[src/rtl/pokey_clk_pkg.sv]
// Shared divider defaults and counter-width helper for the POKEY tick generator.
// Pure constants; no latency, no backpressure.
package pokey_clk_pkg;

    localparam int NUM_CH_DEF  = 4;
    localparam int DIV_64K_DEF = 28;
    localparam int DIV_15K_DEF = 114;
    localparam int CNT_W_DEF   = 7;

    // Bits needed to hold div-1.
    function automatic int cnt_width(input int div);
        return (div <= 2) ? 1 : $clog2(div);
    endfunction

endpackage

[src/rtl/pokey_tick_gen_if.sv]
// Tick-generator control/tick bundle: master drives enables/selects, slave returns ticks.
// Ticks are one-clk pulses; there is no backpressure on this bundle.
interface pokey_tick_gen_if
    import pokey_clk_pkg::*;
#(
    parameter int NUM_CH = NUM_CH_DEF
);
    logic              ph2_en;
    logic              init;
    logic              sel15Khz;
    logic [NUM_CH-1:0] fast_sel;
    logic [NUM_CH-1:0] aud_tick;
    logic              keyb_tick;

    modport master (
        output ph2_en, init, sel15Khz, fast_sel,
        input  aud_tick, keyb_tick
    );

    modport slave (
        input  ph2_en, init, sel15Khz, fast_sel,
        output aud_tick, keyb_tick
    );
endinterface

[src/rtl/tick_divider.sv]
// Modulo-DIV enable counter; combinational tick in the enabled cycle that wraps.
// Zero latency tick, clr holds the count at 0 and masks the tick; no backpressure.
module tick_divider
    import pokey_clk_pkg::*;
#(
    parameter int DIV   = DIV_64K_DEF,
    parameter int CNT_W = cnt_width(DIV)
) (
    input  logic clk,
    input  logic reset,
    input  logic clr,
    input  logic en,
    output logic tick
);
    localparam logic [CNT_W-1:0] LAST = CNT_W'(DIV - 1);

    logic [CNT_W-1:0] cnt;
    logic             wrap;

    if (CNT_W < cnt_width(DIV)) begin : g_width_chk
        $error("tick_divider: CNT_W too small for DIV");
    end

    assign wrap = (cnt == LAST);
    assign tick = en & ~clr & wrap;

    always_ff @(posedge clk) begin
        if (reset || clr) begin
            cnt <= '0;
        end else if (en) begin
            cnt <= wrap ? '0 : cnt + 1'b1;
        end
    end

endmodule

[src/rtl/pokey_tick_gen.sv]
// POKEY 64k/15k base-tick divider with per-channel audio tick select and keyboard tick.
// Outputs registered, 1 clk after the causing ph2_en; no backpressure. Option: POKEY_TICK_ALIGN_EN.
module pokey_tick_gen
    import pokey_clk_pkg::*;
#(
    parameter int NUM_CH  = NUM_CH_DEF,
    parameter int DIV_64K = DIV_64K_DEF,
    parameter int DIV_15K = DIV_15K_DEF,
    parameter int CNT_W   = CNT_W_DEF
) (
    input  logic              clk,
    input  logic              reset,
    pokey_tick_gen_if.slave   bus
);
    logic              t64;
    logic              t15;
    logic              base;
    logic              clr;
    logic [NUM_CH-1:0] aud_next;

`ifdef POKEY_TICK_ALIGN_EN
    // A select change restarts both dividers so the new base starts with a full period.
    logic sel_q;

    always_ff @(posedge clk) begin
        sel_q <= bus.sel15Khz;
    end

    assign clr = bus.init | (bus.sel15Khz ^ sel_q);
`else
    assign clr = bus.init;
`endif

    tick_divider #(
        .DIV   (DIV_64K),
        .CNT_W (CNT_W)
    ) u_div_64k (
        .clk   (clk),
        .reset (reset),
        .clr   (clr),
        .en    (bus.ph2_en),
        .tick  (t64)
    );

    tick_divider #(
        .DIV   (DIV_15K),
        .CNT_W (CNT_W)
    ) u_div_15k (
        .clk   (clk),
        .reset (reset),
        .clr   (clr),
        .en    (bus.ph2_en),
        .tick  (t15)
    );

    assign base = bus.sel15Khz ? t15 : t64;

    always_comb begin
        aud_next = '0;
        for (int i = 0; i < NUM_CH; i++) begin
            aud_next[i] = bus.fast_sel[i] ? bus.ph2_en : base;
        end
    end

    // init silences every output, fast channels included.
    always_ff @(posedge clk) begin
        if (reset) begin
            bus.aud_tick  <= '0;
            bus.keyb_tick <= 1'b0;
        end else if (bus.init) begin
            bus.aud_tick  <= '0;
            bus.keyb_tick <= 1'b0;
        end else begin
            bus.aud_tick  <= aud_next;
            bus.keyb_tick <= t15;
        end
    end

endmodule
[src/flat_wrapper.sv]
// flat-port wrapper written by rule: the top's interface ports become plain ports
module pokey_tick_gen_flat import pokey_clk_pkg::*;
#(
    parameter int NUM_CH  = NUM_CH_DEF,
    parameter int DIV_64K = DIV_64K_DEF,
    parameter int DIV_15K = DIV_15K_DEF,
    parameter int CNT_W   = CNT_W_DEF
)
  (clk, reset, bus_ph2_en, bus_init, bus_sel15Khz, bus_fast_sel, bus_aud_tick, bus_keyb_tick);
  pokey_tick_gen_if #(.NUM_CH(NUM_CH)) bus_i ();
  input  logic clk;
  input  logic reset;
  input wire logic [$bits(bus_i.ph2_en)-1:0] bus_ph2_en;
  input wire logic [$bits(bus_i.init)-1:0] bus_init;
  input wire logic [$bits(bus_i.sel15Khz)-1:0] bus_sel15Khz;
  input wire logic [$bits(bus_i.fast_sel)-1:0] bus_fast_sel;
  output wire logic [$bits(bus_i.aud_tick)-1:0] bus_aud_tick;
  output wire logic [$bits(bus_i.keyb_tick)-1:0] bus_keyb_tick;
  assign bus_i.ph2_en = bus_ph2_en;
  assign bus_i.init = bus_init;
  assign bus_i.sel15Khz = bus_sel15Khz;
  assign bus_i.fast_sel = bus_fast_sel;
  assign bus_aud_tick = bus_i.aud_tick;
  assign bus_keyb_tick = bus_i.keyb_tick;
  pokey_tick_gen #(.NUM_CH(NUM_CH), .DIV_64K(DIV_64K), .DIV_15K(DIV_15K), .CNT_W(CNT_W)) u_core (.clk(clk), .reset(reset), .bus(bus_i));
endmodule
[config.mk]
export PLATFORM = sky130hd
export DESIGN_NAME = pokey_tick_gen_flat
export DESIGN_NICKNAME = d
export VERILOG_FILES = /design/src/rtl/pokey_clk_pkg.sv /design/src/rtl/pokey_tick_gen_if.sv /design/src/rtl/tick_divider.sv /design/src/rtl/pokey_tick_gen.sv /design/src/flat_wrapper.sv
export SDC_FILE = /design/constraint.sdc
export NUM_CORES = 1
export LEC_CHECK = 0
export BUFFER_PORTS_ARGS = -buffer_cell sky130_fd_sc_hd__buf_4
export CAP_MARGIN = 15
export CORE_MARGIN = 2
export CORE_UTILIZATION = 57
export CTS_CLUSTER_SIZE = 28
export DETAILED_ROUTE_END_ITERATION = 10
export PLACE_DENSITY_LB_ADDON = 0.12
export SKIP_CTS_REPAIR_TIMING = 1
export SLEW_MARGIN = 30
export SYNTH_ARGS = -nofsm -noshare
export SYNTH_HDL_FRONTEND = slang
export SYNTH_HIERARCHICAL = 1
export SYNTH_SLANG_ARGS = --single-unit
[constraint.sdc]
create_clock -name clk -period 3.4 [get_ports clk]
set_input_delay 0.51 -clock clk [delete_from_list [all_inputs] [get_ports clk]]
set_output_delay 0.51 -clock clk [all_outputs]
set_load 0.01 [all_outputs]
==> results of run 1 <==
==> synth_stat cells <==
| master | n | area share |
|---|---|---|
| mux2i_1 | 2 | 0.023 |
| nor2b_1 | 4 | 0.029 |
| ha_1 | 3 | 0.044 |
| nand4_2 | 1 | 0.015 |
| xor2_1 | 5 | 0.051 |
| and4bb_1 | 1 | 0.015 |
| inv_1 | 5 | 0.022 |
| o21ai_0 | 4 | 0.023 |
| a2111oi_2 | 2 | 0.035 |
| or3_1 | 4 | 0.029 |
| nor3b_1 | 1 | 0.0087 |
| o21ai_2 | 1 | 0.010 |
| nand4_1 | 3 | 0.022 |
| nor4b_1 | 1 | 0.010 |
| a21oi_1 | 2 | 0.012 |
| a2111oi_1 | 2 | 0.023 |
| and3_1 | 1 | 0.0073 |
| a211oi_2 | 1 | 0.015 |
| nor3_1 | 1 | 0.0058 |
| nand2_1 | 6 | 0.026 |
| dfxtp_1 | 19 | 0.44 |
| and4_2 | 1 | 0.012 |
| a31oi_1 | 1 | 0.0073 |
| a211o_2 | 1 | 0.012 |
| nor2_1 | 12 | 0.052 |
| a21boi_1 | 1 | 0.0087 |
| buf_4 | 1 | 0.0087 |
| xnor2_1 | 3 | 0.031 |
==> layout make-up <==
type	instances	area share
timing repair buffer	13	0.0981
sequential	19	0.382
clock buffer	4	0.0264
tap	16	0.0201
inverter	5	0.0189
multi-input combinational	64	0.454
==> metal layers <==
metal / up-vias / wire length (um) / track usage / share of wire
li1: 353 / - / - / -
met1: 290 / 677 / 0.233 / 0.49
met2: 16 / 594 / 0.242 / 0.43
met3: 0 / 98 / 0.0298 / 0.072
met4: 0 / 0 / 0.0938 / 0
met5: - / 0 / 0 / 0
==> sequential cells by signal (all words and copies together), names as in the netlist <==
signal,flops
u_core/u_div_15k/cnt,7
u_core/bus.keyb_tick,1
u_core/u_div_64k/cnt,7
u_core/bus.aud_tick,4
==> cells by family (layout without fill, tap and decap cells) <==
group / Yosys count / in the layout / synth area share
AND/OR/NAND/NOR: 36 / 36 / 0.232
flip-flops: 19 / 19 / 0.443
AO/OA/AOI/OAI: 15 / 15 / 0.146
XOR/XNOR: 8 / 8 / 0.0816
buffers and inverters: 6 / 22 / 0.0306
adder cells (fa/ha/maj): 3 / 3 / 0.0437
multiplexers: 2 / 2 / 0.0233
==> path summary, 6_finish.rpt <==
| check | startpoint | end | slack, ns | cells past startpoint |
|---|---|---|---|---|
| min | reset | u_core/bus.aud_tick[3] | 0.45 | 2 |
| max | u_core/u_div_64k/cnt[0] | u_core/bus.aud_tick[1] | 1.73 | 5 |
| max reg2reg | u_core/u_div_64k/cnt[0] | u_core/bus.aud_tick[1] | 1.73 | 5 |
| min reg2reg | u_core/u_div_64k/cnt[5] | u_core/u_div_64k/cnt[5] | 0.50 | 2 |
==> worst max-delay path, cell delays in order, from the launching register on <==
cell	delay [ns]
dfxtp_1	0.39
ha_1	0.22
nand4_2	0.16
nor3_1	0.20
mux2i_1	0.18
a2111oi_1	0.42
==> stage by stage <==
| step | setup WS [ns] | util |
|---|---|---|
| finish | 1.73 | 0.684 |
| global route | 1.56 | 0.684 |
| CTS | 1.72 | 0.684 |
| detailed placement | 1.53 | 0.666 |
| global placement | 1.62 | 0.666 |
| floorplan | 1.87 | - |
==> power groups by stage <==
stage	clock network (W)	registers, W	logic [W]
after floorplan	0	0.000234	0.0000158
after global placement	0	0.000233	0.0000324
after detailed placement	0	0.000234	0.0000331
after CTS	0.000115	0.000229	0.0000331
after global routing	0.000123	0.000229	0.0000366
final	0.000108	0.000229	0.0000327
==> flow_metrics.env, run 1 <==
export IMPL_synth_warnings=6
export IMPL_cts_root_buffer_cell="clkbuf_4"
export IMPL_rsz0062_at_grt="false"
export IMPL_cp_start_kind="flop"
export IMPL_worstPathRequired_ns=3.58
export IMPL_postRouteAntennaNets=0
export IMPL_whs_ns=0.445
export IMPL_final_seq_area_sq_um=380
export IMPL_avgSynthCellArea_sq_um=9.64
export IMPL_vias_per_cell=5.45
export IMPL_power_density_mw_per_mm2=371
export IMPL_multi_input_area_sq_um=452
export IMPL_syn_area_sq_um=858
export IMPL_hp_class="in -> reg"
export IMPL_hold_viol=0
export IMPL_seq_area_frac_synth=0.443
export IMPL_status="finished clean"
export IMPL_period_needed_ns=1.67
export IMPL_drtIter0Drc=12
export IMPL_worstSkewPairLatency_ns=0.29
export IMPL_port_buffers=13
export IMPL_die_h_um=42.8
export IMPL_finalSetupTns_ns=0
export IMPL_crit_arrival_ns=1.85
export IMPL_pwr_share_seq=0.619
export IMPL_p_total_w=0.000369
export IMPL_fill_cells=124
export IMPL_final_common_cell="dfxtp_1"
export IMPL_stdcell_area_sq_um=995
export IMPL_final_cell_mix="dfxtp_1 (19), buf_4 (13), nor2_1 (12)"
export IMPL_die_x_um=42.8
export IMPL_intPower_w=0.000288
export IMPL_fin_worst_skew_ns=0.00129
export IMPL_synth_fp_nets=101
export IMPL_cts_reportedPaths_clkPinSlew_ns=0.10
export IMPL_vdd_drop_max_uv=221
export IMPL_p_sw_frac=0.220
export IMPL_numCtsBuffers=3
export IMPL_grt_overflow_total=0
export IMPL_grt_pass1_vias=559
export IMPL_power_switching_w=0.0000812
export IMPL_drc=0
export IMPL_ys_seq_elements=19
export IMPL_clkPwrFrac=0.292
export IMPL_critPathKind="reg -> reg"
export IMPL_grt_antenna_before_repair=0
export IMPL_drv_cap=0
export IMPL_timing_final_crit_share=0.491
export IMPL_worst_path_max_fanout=4
export IMPL_num_vias=659
export IMPL_fmax_ghz=0.599
export IMPL_cts_sinks=19
export IMPL_grt_pass1_wl_mm=2.33
export IMPL_wl_per_cell_um=11.3
export IMPL_globalRouteTotalUtil=0.167
export IMPL_diodes=0
export IMPL_coreArea_sq_mm=0.00145
export IMPL_power_frac_comb=0.089
export IMPL_ys_types=28
export IMPL_layoutNonFillerInstCount=121
export IMPL_fin_nets=118
export IMPL_dpl_cell_count=117
export IMPL_layout_drive_gt1_share=0.219
export IMPL_hpwlAfterDp_mm=1.01
export IMPL_report_final_slew_viol_count=0
export IMPL_num_rows=14
export IMPL_routed_wl_mm=1.37
export IMPL_drtPass1Iterations=4
export IMPL_syn_inst=89
export IMPL_start_util=0.590
export IMPL_grt_max_degree=18
export IMPL_worst_slew_pin_slew_ns=0.420
export IMPL_clockBufferDepth=2
export IMPL_crit_path_end_kind="flop"
export IMPL_ioPinCount=14
export IMPL_htreeDepth=1
export IMPL_area_growth_syn_to_layout_pct=15.9
export IMPL_cts_tree="yes"
export IMPL_gp_congestion=0.770
export IMPL_die_area_sq_mm=0.00183
export IMPL_slew_headroom=0.712
export IMPL_timing_final_setup_violations=0
export IMPL_p_leak_nw=0.400
export IMPL_dpl_cell_area_sq_um=968
(Power assumes the default switching activity.)
==> run 2: changes to the inputs <==
--- a/config.mk
+++ b/config.mk
@@ -5,10 +5,11 @@
 export SDC_FILE = /design/constraint.sdc
 export NUM_CORES = 1
 export LEC_CHECK = 0
+export ABC_AREA = 1
 export BUFFER_PORTS_ARGS = -buffer_cell sky130_fd_sc_hd__buf_4
 export CAP_MARGIN = 15
 export CORE_MARGIN = 2
-export CORE_UTILIZATION = 57
+export CORE_UTILIZATION = 54
 export CTS_CLUSTER_SIZE = 28
 export DETAILED_ROUTE_END_ITERATION = 10
 export PLACE_DENSITY_LB_ADDON = 0.12
==> constraint.sdc (replaced) <==
create_clock -name clk -period 1.6 [get_ports clk]
set_input_delay 0.24 -clock clk [delete_from_list [all_inputs] [get_ports clk]]
set_output_delay 0.24 -clock clk [all_outputs]
set_load 0.01 [all_outputs]
==> run 2 against run 1 <==
Flip-flop and latch count unchanged. Total power up 110%. Via count up 23%. Register-to-register slack got worse by 1.4 ns. Area after synthesis rose by 13%.
==> flow_metrics.env, run 2 <==
export IMPL_syn_area_sq_um=966
export IMPL_synth_xor_area_frac=0.0544
export IMPL_synth_simple_area_share=0.361
export IMPL_num_vias=809
export IMPL_ys_types=19
export IMPL_stdcell_area_sq_mm=0.00112
export IMPL_path_cells="ha_1 > nand2_1 > nor2_1 > nand2_1 > nor2_1 > nand2_2 > nand3_1 > nand2_1 > inv_1"
export IMPL_grt_pass1_vias=666
export IMPL_cts_reportedPaths_clkPinSlew_ns=0.10
export IMPL_postRouteAntennaNets=0
export IMPL_htreeDepth=1
export IMPL_grt_overflow_total=0
export IMPL_yosys_area_top_type="dfxtp_1"
export IMPL_path_delay_family="simple AND/OR/NAND/NOR gates"
export IMPL_synth_ff_type="dfxtp_1"
export IMPL_status="finished clean"
export IMPL_clkPwrFrac=0.297
export IMPL_crit_arrival_ns=1.56
export IMPL_fmax_ghz=0.761
export IMPL_worst_slew_pin_slew_ns=0.181
export IMPL_num_rows=15
export IMPL_ioPinCount=14
export IMPL_synth_warnings=6
export IMPL_worst_path_most_repeated_cell="nand2_1"
export IMPL_hold_viol=0
export IMPL_power_frac_comb=0.091
export IMPL_report_final_slew_viol_count=0
export IMPL_numCtsBuffers=3
export IMPL_port_buffers=13
export IMPL_worstSkewPairLatency_ns=0.29
export IMPL_cts_root_buffer_cell="clkbuf_4"
export IMPL_avgSynthCellArea_sq_um=6.90
export IMPL_period_needed_ns=1.31
export IMPL_critPathSlowestCell="dfxtp_1"
export IMPL_ys_top_cells_by_count="nand2_1 (33), inv_1 (26), nor2_1 (24)"
export IMPL_globalRouteTotalUtil=0.171
export IMPL_ys_seq_elements=19
export IMPL_layout_drive_gt1_share=0.185
export IMPL_drc=0
export IMPL_final_common_cell="nand2_1"
export IMPL_coreArea_sq_mm=0.00171
export IMPL_final_cell_mix="nand2_1 (33), inv_1 (26), nor2_1 (24)"
export IMPL_power_switching_w=0.000181
export IMPL_critPathKind="reg -> reg"
export IMPL_synth_edf_count=0
export IMPL_largestRegisters="u_core/u_div_15k/cnt: 7 flops, u_core/u_div_64k/cnt: 7 flops, u_core/bus.aud_tick: 4 flops"
export IMPL_fin_nets=170
export IMPL_dpl_cell_area_sq_mm=0.00109
export IMPL_cts_tree="yes"
export IMPL_synth_compound_area_frac=0.0402
export IMPL_synth_adder_area_share=0.0389
export IMPL_hpwlAfterDp_mm=1.28
export IMPL_cp_start_kind="flop"
export IMPL_p_sw_frac=0.228
export IMPL_hp_class="in -> reg"
export IMPL_worstPathRequired_ns=1.84
export IMPL_whs_ns=0.228
export IMPL_synth_area_leaders="dfxtp_1 (39%), nand2_1 (13%), inv_1 (10%)"
export IMPL_routed_wl_mm=1.64
export IMPL_grt_max_degree=15
export IMPL_die_h_um=46.3
export IMPL_power_density_mw_per_mm2=706
export IMPL_async_flop_share=0
export IMPL_timing_final_crit_share=0.821
export IMPL_synth_fp_nets=152
export IMPL_finalSetupTns_ns=0
export IMPL_start_util=0.566
export IMPL_worst_path_max_fanout=4
export IMPL_clockBufferDepth=2
export IMPL_synth_most_common_cell="nand2_1"
export IMPL_vias_per_cell=4.45
export IMPL_fill_cells=161
export IMPL_rsz0062_at_grt="false"
export IMPL_vdd_drop_max_uv=480
export IMPL_grt_antenna_before_repair=0
export IMPL_crit_path_end_kind="flop"
export IMPL_diodes=0
export IMPL_p_total_w=0.000791
export IMPL_wl_per_cell_um=9.02
export IMPL_synth_top_family_by_area="simple AND/OR/NAND/NOR gates"
export IMPL_die_x_um=46.3
export IMPL_synth_top_cell_area_share=0.394
export IMPL_gp_congestion=0.778
export IMPL_seq_area_frac_synth=0.394
export IMPL_synth_mux_area_frac=0.0104
export IMPL_path_buf_inv=1
export IMPL_syn_inst=140
export IMPL_area_growth_syn_to_layout_pct=16.1
export IMPL_slew_headroom=0.879
export IMPL_intPower_w=0.000611
export IMPL_drtPass1Iterations=4
export IMPL_fin_worst_skew_ns=0.00215
export IMPL_drv_cap=0
export IMPL_timing_final_setup_violations=0
export IMPL_slowest_delay_ns=0.38
export IMPL_pwr_share_seq=0.612
export IMPL_die_area_sq_mm=0.00214
export IMPL_grt_pass1_wl_mm=2.55
export IMPL_drtIter0Drc=7
export IMPL_p_leak_nw=0.513
export IMPL_cts_sinks=19
[run 2: changes by cell type after synthesis, sizes merged, moves of 2 or more]
| cell | change |
|---|---|
| nand2 | +32 |
| nand4 | -4 |
| nand3 | +9 |
| nor2 | +19 |
| a2111oi | -4 |
| inv | +21 |
| or3 | -4 |
| nor2b | -4 |
| o21ai | -3 |
| xor2 | -2 |
[run 2: cells by family (layout without fill, tap and decap cells)]
logic type	after synthesis	count (layout)
simple gates	79	79
buf+inv	26	43
flops	19	19
compound gates	6	6
xor+xnor	6	6
fa+ha+maj	3	3
mux	1	1
[run 2: through the flow]
stage | instances | util | setup WS, ns
CTS | 182 | 0.656 | 0.293
finish | 182 | 0.656 | 0.286
detailed placement | 178 | 0.641 | 0.326
global route | 182 | 0.656 | 0.176
floorplan | 140 | - | 0.449
global placement | 178 | 0.641 | 0.360
[run 2: layout make-up]
cell class,instances,area [sq um],area share
Sequential cell,19,380,0.339
Timing Repair Buffer,13,97.6,0.0871
Clock buffer,4,26.3,0.0234
Tap cell,25,31.3,0.0279
Multi-Input combinational cell,95,488,0.435
Inverter,26,97.6,0.0871
[run 2: path summary, 6_finish.rpt]
check                     startpoint                       to  slack [ns]  cells after the start
max          u_core/u_div_64k/cnt[0]   u_core/bus.aud_tick[3]        0.29                      9
min                         bus_init     u_core/bus.keyb_tick        0.23                      4
max reg2reg  u_core/u_div_64k/cnt[0]   u_core/bus.aud_tick[3]        0.29                      9
min reg2reg  u_core/u_div_64k/cnt[6]  u_core/u_div_64k/cnt[6]        0.50                      2
[run 2: layer usage]
metal / global-route usage / vias to the layer above / wire [um]
met5: 0 / - / 0
met4: 0.103 / 0 / 15
met3: 0.0235 / 2 / 50
met2: 0.281 / 10 / 789
met1: 0.208 / 347 / 785
li1: - / 450 / -
[run 2: worst reg2reg max path: cells and delay by family (launching register included)]
family | cells | cell delay (ns)
adders and majority gates | 1 | 0.18
DFF | 1 | 0.38
and+or+nand+nor | 7 | 0.67
buffers and inverters | 1 | 0.04
[run 2: power by group through the flow]
stage / Combinational (W) / Clock, W / Sequential [W]
after global routing: 0.0000819 / 0.000263 / 0.000485
after detailed placement: 0.0000722 / 0 / 0.000496
after floorplan: 0.0000361 / 0 / 0.000497
after global placement: 0.0000716 / 0 / 0.000495
after CTS: 0.0000728 / 0.000252 / 0.000485
final: 0.0000718 / 0.000235 / 0.000485
==> run 3: changes to the inputs <==
--- a/config.mk
+++ b/config.mk
@@ -5,11 +5,11 @@
 export SDC_FILE = /design/constraint.sdc
 export NUM_CORES = 1
 export LEC_CHECK = 0
-export ABC_AREA = 1
+export ABC_AREA = 0
 export BUFFER_PORTS_ARGS = -buffer_cell sky130_fd_sc_hd__buf_4
 export CAP_MARGIN = 15
 export CORE_MARGIN = 2
-export CORE_UTILIZATION = 54
+export CORE_UTILIZATION = 48
 export CTS_CLUSTER_SIZE = 28
 export DETAILED_ROUTE_END_ITERATION = 10
 export PLACE_DENSITY_LB_ADDON = 0.12
==> constraint.sdc (replaced) <==
create_clock -name clk -period 1.2 [get_ports clk]
set_input_delay 0.18 -clock clk [delete_from_list [all_inputs] [get_ports clk]]
set_output_delay 0.18 -clock clk [all_outputs]
set_load 0.01 [all_outputs]
==> run 3 against run 2 <==
The run now ends with negative setup slack left. Largest cell class unchanged. Clock-buffer cell count stayed put. Via count is 5.8% lower. Worst setup slack worse by 0.61 ns. Final cell count is 16% lower. Combinational power is 88% higher.
==> flow_metrics.env, run 3 (synthesis gave the netlist of run 1 again) <==
export IMPL_status="complete, but fails checks"
export IMPL_violations="negative setup slack"
export IMPL_report_final_slew_viol_count=0
export IMPL_ioPinCount=14
export IMPL_slew_headroom=0.810
export IMPL_p_leak_nw=0.519
export IMPL_cp_start_kind="flop"
export IMPL_diodes=0
export IMPL_numCtsBuffers=3
export IMPL_vias_per_cell=5.01
export IMPL_fill_cells=123
export IMPL_die_x_um=46.3
export IMPL_vdd_drop_max_uv=626
export IMPL_drtIter0Drc=16
export IMPL_rsz0062_at_grt="true"
export IMPL_gp_congestion=0.798
export IMPL_cts_tree="yes"
export IMPL_num_vias=762
export IMPL_largestRegisters="u_core/u_div_15k/cnt: 7 flops, u_core/u_div_64k/cnt: 7 flops, u_core/bus.aud_tick: 4 flops"
export IMPL_final_common_cell="buf_4"
export IMPL_routed_wl_mm=1.88
export IMPL_grt_overflow_total=0
export IMPL_crit_path_end_kind="flop"
export IMPL_period_needed_ns=1.53
export IMPL_timing_final_crit_share=1.27
export IMPL_coreArea_sq_mm=0.00171
export IMPL_grt_antenna_before_repair=0
export IMPL_hpwlAfterDp_mm=1.33
export IMPL_layout_drive_gt1_share=0.504
export IMPL_num_rows=15
export IMPL_fin_nets=140
export IMPL_multi_input_area_sq_um=563
export IMPL_hp_class="in -> reg"
export IMPL_cts_reportedPaths_clkPinSlew_ns=0.10
export IMPL_worst_slew_pin_slew_ns=0.279
export IMPL_grt_max_degree=11
export IMPL_power_density_mw_per_mm2=841
export IMPL_grt_pass1_vias=709
export IMPL_final_seq_area_sq_um=388
export IMPL_die_area_sq_mm=0.00214
export IMPL_die_h_um=46.3
export IMPL_drc=0
export IMPL_port_buffers=13
export IMPL_postRouteAntennaNets=0
export IMPL_dpl_cell_count=148
export IMPL_worstPathRequired_ns=1.39
export IMPL_clockBufferDepth=2
export IMPL_hold_viol=0
export IMPL_setup_slack_ns=-0.329
export IMPL_grt_pass1_wl_mm=2.80
export IMPL_layoutNonFillerInstCount=152
export IMPL_final_cell_mix="buf_4 (33), dfxtp_1 (13), nor2_1 (10)"
export IMPL_crit_arrival_ns=1.72
export IMPL_wl_per_cell_um=12.3
export IMPL_worst_path_max_fanout=4
export IMPL_htreeDepth=1
export IMPL_critPathKind="reg -> reg"
export IMPL_fmax_ghz=0.654
export IMPL_drtPass1Iterations=4
export IMPL_cts_root_buffer_cell="clkbuf_4"
export IMPL_globalRouteTotalUtil=0.186
export IMPL_fin_util=0.760
export IMPL_timing_final_setup_violations=19
export IMPL_start_util=0.503
export IMPL_fin_worst_skew_ns=0.00472
export IMPL_cts_sinks=19
export IMPL_drv_cap=0
export IMPL_area_growth_syn_to_layout_pct=51.2
export IMPL_worstSkewPairLatency_ns=0.29
run 3: changes by cell type in the layout (fill, tap and decap cells not counted), sizes merged, moves of 2 or more:
cell	previous run	this run
a2111oi	0	4
buf	13	35
inv	26	5
nand2	38	6
nand3	9	0
nand4	0	4
nor2	31	12
nor2b	0	4
o21ai	2	5
or3	0	4
xor2	3	5
run 3: critical path, stage by stage (launching register included):
cell and delay, ns:
dfxtp_2 0.34, inv_2 0.04, ha_1 0.12, and4bb_1 0.24, nand2_1 0.08, nor2_2 0.15, mux2i_4 0.13, a2111oi_4 0.35
run 3: power breakdown:
part	leakage [nW]	switching, W	internal [W]	total (W)
combinational	0.347	0.0000671	0.0000683	0.000135
clock	0.0150	0.000180	0.000129	0.000309
sequential	0.157	0.00000567	0.000642	0.000647
run 3: final cells by class:
class,count,share of cell area
clock buffers,4,0.0203
inverters,5,0.0145
multi-input cells,64,0.434
flip-flops and latches,19,0.299
well taps,25,0.0241
repair buffers,35,0.208
run 3: per-stage QoR:
step	setup slack (ns)	hold WS, ns	instance area [sq um]	setup TNS (ns)	power (W)
6_report	-0.329	0.153	1300	-2.11	0.00109
3_3_place_gp	-0.219	0.419	1180	-1.87	0.000779
3_5_place_dp	-0.337	0.424	1180	-2.51	0.000782
2_1_floorplan	-0.183	0.249	893	-0.785	0.000712
5_1_grt	-0.396	0.130	1300	-3.27	0.00116
4_1_cts	-0.357	0.103	1210	-2.91	0.00110
run 3: routing by layer:
metal | wire length, um | track usage | up-vias
li1 | - | - | 397
met1 | 796 | 0.214 | 344
met2 | 990 | 0.319 | 19
met3 | 77 | 0.0471 | 2
met4 | 12 | 0.0857 | 0
met5 | 0 | 0 | -
run 3: final timing paths:
kind                            from  cells past startpoint  slack, ns                 endpoint
min                            reset                      2       0.15   u_core/bus.aud_tick[1]
min reg2reg  u_core/u_div_64k/cnt[6]                      2       0.49  u_core/u_div_64k/cnt[6]
max          u_core/u_div_15k/cnt[1]                      7      -0.33   u_core/bus.aud_tick[0]
max reg2reg  u_core/u_div_15k/cnt[1]                      7      -0.33   u_core/bus.aud_tick[0]
